$ cat config.mk
export PLATFORM = sky130hd
export DESIGN_NAME = tri_host_frame
export DESIGN_NICKNAME = d
export VERILOG_FILES = /design/src/rtl/tri_host_pkg.sv /design/src/rtl/tri_host_frame.sv
export SDC_FILE = /design/constraint.sdc
export NUM_CORES = 1
export LEC_CHECK = 0
export BUFFER_PORTS_ARGS = -buffer_cell sky130_fd_sc_hd__buf_2
export CAP_MARGIN = 20
export CORE_MARGIN = 2
export CORE_UTILIZATION = 35
export CTS_CLUSTER_DIAMETER = 150
export DETAILED_ROUTE_END_ITERATION = 10
export PLACE_DENSITY = 0.65
export REMOVE_ABC_BUFFERS = 1
export SETUP_SLACK_MARGIN = 0.15
export SLEW_MARGIN = 20
export SYNTH_ARGS = -nofsm -noshare
export SYNTH_HDL_FRONTEND = slang
export SYNTH_SLANG_ARGS = --single-unit
export TNS_END_PERCENT = 10
$ cat constraint.sdc
create_clock -name clk -period 2.5 [get_ports clk]
set_clock_uncertainty 0.1 [all_clocks]
set_input_delay 0.25 -clock clk [delete_from_list [all_inputs] [get_ports clk]]
set_output_delay 0.25 -clock clk [all_outputs]
set_load 0.01 [all_outputs]
$ cat src/rtl/tri_host_pkg.sv
// tri_host_pkg: shared types and constants for the triangle host.
// Holds the FSM state encoding, grid geometry and the field positions
// inside the 18-bit packed triangle command {x1,y1,x2,y2,x3,y3}.
package tri_host_pkg;

    localparam int GRID_W  = 8;
    localparam int COORD_W = 3;
    localparam int CELLS   = GRID_W * GRID_W;
    localparam int IDX_W   = 2 * COORD_W;
    localparam int CNT_W   = 7;
    localparam int VTX_W   = 6 * COORD_W;

    // LSB position of each coordinate field inside cmd_vtx
    localparam int X1_LSB = 15;
    localparam int Y1_LSB = 12;
    localparam int X2_LSB = 9;
    localparam int Y2_LSB = 6;
    localparam int X3_LSB = 3;
    localparam int Y3_LSB = 0;

    // Only vertices 2 and 3 need to be stored; vertex 1 is driven at acceptance
    localparam int VTX_TAIL_W = 4 * COORD_W;

    typedef enum logic [2:0] {
        ST_IDLE    = 3'd0,
        ST_V1      = 3'd1,
        ST_V2      = 3'd2,
        ST_V3      = 3'd3,
        ST_WAIT_HI = 3'd4,
        ST_COLLECT = 3'd5,
        ST_DONE    = 3'd6
    } state_t;

    // Bitmap cell index for a point: row-major, y selects the byte
    function automatic logic [IDX_W-1:0] cell_idx(input logic [COORD_W-1:0] x,
                                                  input logic [COORD_W-1:0] y);
        return {y, x};
    endfunction

endpackage

$ cat src/rtl/tri_host_frame.sv
// tri_host_frame: 8x8 coverage bitmap with distinct-pixel count and a
// sticky duplicate flag. clear_i wipes everything at command acceptance;
// record_i marks one point per cycle.
module tri_host_frame
    import tri_host_pkg::*;
(
    input  logic               clk,
    input  logic               reset,
    input  logic               clear_i,
    input  logic               record_i,
    input  logic [COORD_W-1:0] x_i,
    input  logic [COORD_W-1:0] y_i,
    output logic [CELLS-1:0]   frame_o,
    output logic [CNT_W-1:0]   pix_cnt_o,
    output logic               dup_o
);

    logic [CELLS-1:0] frame_q;
    logic [CNT_W-1:0] cnt_q;
    logic             dup_q;
    logic [IDX_W-1:0] idx;

    assign idx = cell_idx(x_i, y_i);

    // Set a new bit and count it, or flag a repeat hit
    always_ff @(posedge clk or posedge reset) begin
        if (reset) begin
            frame_q <= '0;
            cnt_q   <= '0;
            dup_q   <= 1'b0;
        end else if (clear_i) begin
            frame_q <= '0;
            cnt_q   <= '0;
            dup_q   <= 1'b0;
        end else if (record_i) begin
            if (frame_q[idx]) begin
                dup_q <= 1'b1;
            end else begin
                frame_q[idx] <= 1'b1;
                cnt_q        <= cnt_q + 1'b1;
            end
        end
    end

    assign frame_o   = frame_q;
    assign pix_cnt_o = cnt_q;
    assign dup_o     = dup_q;

endmodule

* After elaboration in Yosys (flattened, before gate mapping)
Index checks and enable logic that the tools add are counted.
** Word-level totals
- Latch bits :: 0
- Bits in writable memories :: 0
- Register bits :: 72
- Memories kept :: 0
- Word-level logic and storage cells :: 26
- Output and inout port bits :: 72
- ROM bits :: 0
** Operators by class
- Shift operators :: 0
- Div/mod/pow operators :: 0
- Reductions and logical operators :: 5
- Equal/unequal tests :: 1
- Mux-type cells :: 13
- Add/sub/neg operators :: 1
- Magnitude comparators :: 2
- Bitwise operators :: 1
- Multipliers :: 0
** Operators by type and width (number)
- 2-to-1 mux 64 bit :: 3
- bitwise OR 64 bit :: 1
- 2-to-1 mux 7 bit :: 3
- adder 7 x 1 -> 7 bit (second input constant) :: 1
- less-than comparator 6 x 7 -> 1 bit (second input constant) :: 1
- binary-select mux 1 bit (select 6 bit) :: 1
- demux 1 bit (select 6 bit) :: 1
- >= comparator 6 x 1 -> 1 bit (second input constant) :: 1
- 2-to-1 mux 1 bit :: 5
- AND reduction 2 bit :: 2
- nonzero test 2 bit :: 2
- != test 2 bit (second input constant) :: 1
- logical AND 1 bit :: 1

* Longest topological paths before layout
- Word-level depth :: 8
- Mapped depth :: 12
- Mapped depth without buffers :: 7

* Worst setup path after synthesis
Ideal clock, no wire load.
- Kind :: input to register
- From :: input x_i[2]
- To :: register frame_q[63], in the netlist frame_o[63]
- Library setup time :: 0.096 ns
- Path slack :: -0.091 ns
- Buffers on the path :: 3
- Cell stages on the path :: 10
- Arrival time :: 2.395 ns
- Data required time :: 2.304 ns
- Path through :: buf_2 -> buf_2 -> mux4_2 -> mux2_2 -> nand2_1 -> o311ai_1 -> nor3_4 -> or3b_1 -> buf_2 -> o32ai_2
** On the way
- Longest elaborated chain between the ends :: 8
- Elaborated cells between the ends (all ways) :: 13
- Classes of those cells :: order compare: 2; eq/ne: 1; mux: 7; bitwise: 1; reduce/logical: 2
** RTL lines
- from (decl) :: RTL line tri_host_frame.sv:11 : input logic [COORD_W-1:0] x_i,
- less-than comparator 6 x 7 -> 1 bit (not written as such) / >= comparator 6 x 1 -> 1 bit (equally long branches) :: RTL line tri_host_frame.sv:39 : frame_q[idx] <= 1'b1;
- logical AND 1 bit (not written as such) :: RTL line tri_host_frame.sv:39
- 2-to-1 mux 1 bit (not written as such) :: RTL line tri_host_frame.sv:39
- demux 1 bit (select 6 bit) :: RTL line tri_host_frame.sv:39
- bitwise OR 64 bit (no line)
- 2-to-1 mux 64 bit :: RTL line tri_host_frame.sv:36 : if (frame_q[idx]) begin
- 2-to-1 mux 64 bit :: RTL line tri_host_frame.sv:35 : end else if (record_i) begin
- 2-to-1 mux 64 bit :: RTL line tri_host_frame.sv:31 : end else if (clear_i) begin
- to (signal assigned) :: RTL line tri_host_frame.sv:28 : frame_q <= '0;
- to (signal assigned) :: RTL line tri_host_frame.sv:32 : frame_q <= '0;
- to (signal, indexed assignment) :: RTL line tri_host_frame.sv:39
- to (decl) :: RTL line tri_host_frame.sv:18 : logic [CELLS-1:0] frame_q;
Parallel ways exist; a longest one is shown, timed or not. The select of a mux whose other input is x is not followed.
A chain may end at the register's enable or synchronous reset.

* Final worst setup path
- From :: register frame_q[50], in the netlist frame_o[50]
- To :: register cnt_q[2], in the netlist pix_cnt_o[2]
** On the way
- Longest elaborated chain between the ends :: 4
** RTL lines
- binary-select mux 1 bit (select 6 bit) :: RTL line tri_host_frame.sv:36
- 2-to-1 mux 1 bit (not written as such) :: RTL line tri_host_frame.sv:36
- != test 2 bit (no line)
- AND reduction 2 bit (no line)
- to (signal assigned) :: RTL line tri_host_frame.sv:40 : cnt_q <= cnt_q + 1'b1;
- to (decl) :: RTL line tri_host_frame.sv:19 : logic [CNT_W-1:0] cnt_q;
No other way between the ends. The select of a mux whose other input is x is not followed.

==> impl_metrics.ini <==
[worst_setup_path]
arrival_ns = 2.58
crit_buf_inv = 1
r2r_slack_ns = 0.05
r2r-start = frame_o[50]
path_depth = 8
crit_type = reg -> reg
cp-start-kind = flop
r2r-end = pix_cnt_o[2]
cp-end-kind = flop
r2r_cells = 8
cp_slowest_cell = or4_4
worst_ep_required_time_ns = 2.63
critPathMaxFanout = 3
cp-endpoint = pix_cnt_o[2]
worstPathCellList = mux4_2, mux2_4, nand2_4, o311ai_4, buf_4, or4_4, xor2_1, nor2_1
crit_family = multiplexers
startpoint = frame_o[50]
critPathMaxStageDelay_ns = 0.52

[synthesis]
synth-edff-count = 0
ys_ff_latch = 72
ys_warn_count = 0
yosysMostFrequentCell = dfrtp_1
synth_cells = 374
synth.top_cell.area_share = 0.500
async_flop_share = 1.00
synth.area.top_cells = dfrtp_1 (50%), a31oi_1 (8.0%), nor2_1 (7.4%)
syn_area_um2 = 3600
yosys_most_used_dff = dfrtp_1
ys_top_cells_by_count = dfrtp_1 (72), nor2_1 (71), a31oi_1 (46)
yosysUniqueCellTypes = 49
syn_area_per_cell_um2 = 9.63
synth_largest_area_cell = dfrtp_1
yosysSeqAreaShare = 0.500

[layout]
diodes = 0
drive_gt1_frac = 0.405
area_growth_pct = 39.3
nets = 524
utilization = 0.495

[floorplanning]
pin_count = 82
core-area_um2 = 10100
placementRows = 37
start_util = 0.355
die_y_um = 105
die_w_um = 105
die-area_um2 = 11100

[cts]
clk_path_buf_depth = 2
clkTransAtPathRegs_ns = 0.09
cts_tree = built
numCtsBuffers = 9
cts_sinks = 72
cts_root_buffer = clkbuf_8
htree_num_levels = 3
clk_latency_ns = 0.36

[pwr]
p_leak_nw = 2.52
p_per_area_nw_per_um2 = 467
ir_drop_v = 0.000213
p_total_mw = 2.34

[sta]
slew_violations = 0
min_period_ns = 2.45
finalCritPeriodShare = 0.980
relSlewSlack = 0.581
fmax_mhz = 408
hold_ws_ns = 0.186
setup_viol = 0
rsz0062_at_grt = true
tightest_slew_ns = 0.628
hold_violations = 0

[global_routing]
grt_max_degree = 42
antenna_found_initial = 0
grt-ovfl-total = 0
track_usage = 0.209
grt_pass1_wl_mm = 18.1
grt_pass1_vias = 3506

[route]
avgRoutedWirePerCell_um = 17.6
via_per_inst = 5.42
drt_first_pass_iters = 5
detail-route-antenna-nets = 0
num_vias = 3544
dr.first_iter.drc_count = 275
totalWireLength_mm = 11.5
drc = 0

[placed_design]
dpl.hpwl_mm = 8.23
place_congestion = 0.863
numPortBuffers = 81

[flow_run]
cap_violations = 0

[hold_path]
hold_depth = 3
hold_path_class = in -> reg

[outcome]
status = finished clean
-- where the power goes --
part           switching [mW]  leakage, nW  internal (mW)
Clock                   0.466       0.0707          0.361
Combinational           0.202         1.44          0.128
Sequential             0.0109         1.00           1.17
Total                   0.679         2.52           1.66
-- per-stage QoR --
step	cell area (µm²)	TNS (ns)	std cells	setup slack [ns]
after floorplan	3480	-29.61	346	-0.872
after global placement	4620	-12.80	634	-0.307
after detailed placement	4620	-19.69	634	-0.343
after CTS	4890	0	654	0.0566
after global routing	5020	-0.0403	654	-0.0398
final	5020	0	654	0.0488
-- worst min path at each step --
stage / end / from / slack, ns
2_1_floorplan: frame_o[25] / clear_i / 0.21
3_3_place_gp: frame_o[56] / reset / 0.26
3_5_place_dp: frame_o[59] / reset / 0.27
4_1_cts: dup_o / record_i / 0.16
5_1_grt: frame_o[63] / clear_i / 0.21
6_report: dup_o / record_i / 0.19
-- layout by cell type (no fill, tap or decap), types with 2 or more instances in the layout --
cell        count
and3_1          6
buf_4          68
a22oi_1         4
or3b_4          3
mux2i_1         8
clkbuf_8        9
buf_2          80
clkinvlp_4      5
nor2b_1         9
and4_1          4
nand2_1        16
nor3_1          5
o22ai_1         2
dfrtp_1        72
o22ai_2         6
nor3_4          2
nand3_1        12
nor2_1         71
buf_6           3
a21oi_1        12
a31oi_1        44
nand4_1         2
nand2b_1        5
mux4_2          5
mux2_4          5
o311ai_0        2
o21ai_0         2
inv_1          13
buf_12          3
nor3b_1         2
mux2_2          3
-- sequential cells by signal, indices dropped and copies added, names as in the netlist --
signal and count:
frame_o 64, pix_cnt_o 7, dup_o 1
-- worst reg2reg max path, cell delays in order, from the launching register on --
cell and delay, ns:
dfrtp_1 0.40, mux4_2 0.44, mux2_4 0.30, nand2_4 0.08, o311ai_4 0.13, buf_4 0.17, or4_4 0.52, xor2_1 0.14
nor2_1 0.05
-- timing repair --
action                                  4_1_cts  5_1_grt
endpoints found under the setup margin       71       67
buffers inserted                              3        0
endpoints found under the hold margin        28        0
resized for setup                            11       25
pin swaps                                     4        4
hold buffers                                  1        0
-- layout make-up --
cell class                      instances  area (µm²)
Sequential cell                        72        1800
Timing Repair Buffer                  156        1020
Fill cell                             951        5120
Inverter                               14        52.6
Clock buffer                           10         128
Multi-Input combinational cell        260        1800
Tap cell                              136         170
Clock inverter                          6        46.3
-- per-layer routing --
metal | up-vias | part of all wire | wire (µm) | GRT usage
met3 | 13 | 0.061 | 701 | 0.0563
met1 | 1772 | 0.44 | 5070 | 0.281
met4 | 0 | 0.014 | 162 | 0.0657
li1 | 1630 | - | - | -
met2 | 129 | 0.48 | 5570 | 0.329
met5 | - | 0 | 0 | 0
-- cell families (layout without fill, tap and decap cells) --
group,after synthesis,in the layout,share of synthesized area
xor+xnor,1,1,0.00243
fa+ha+maj,1,1,0.00347
simple gates,149,149,0.203
flops,72,72,0.500
mux,22,22,0.0816
compound gates,87,87,0.160
buf+inv,42,186,0.0497
(Power assumes the default switching activity.)
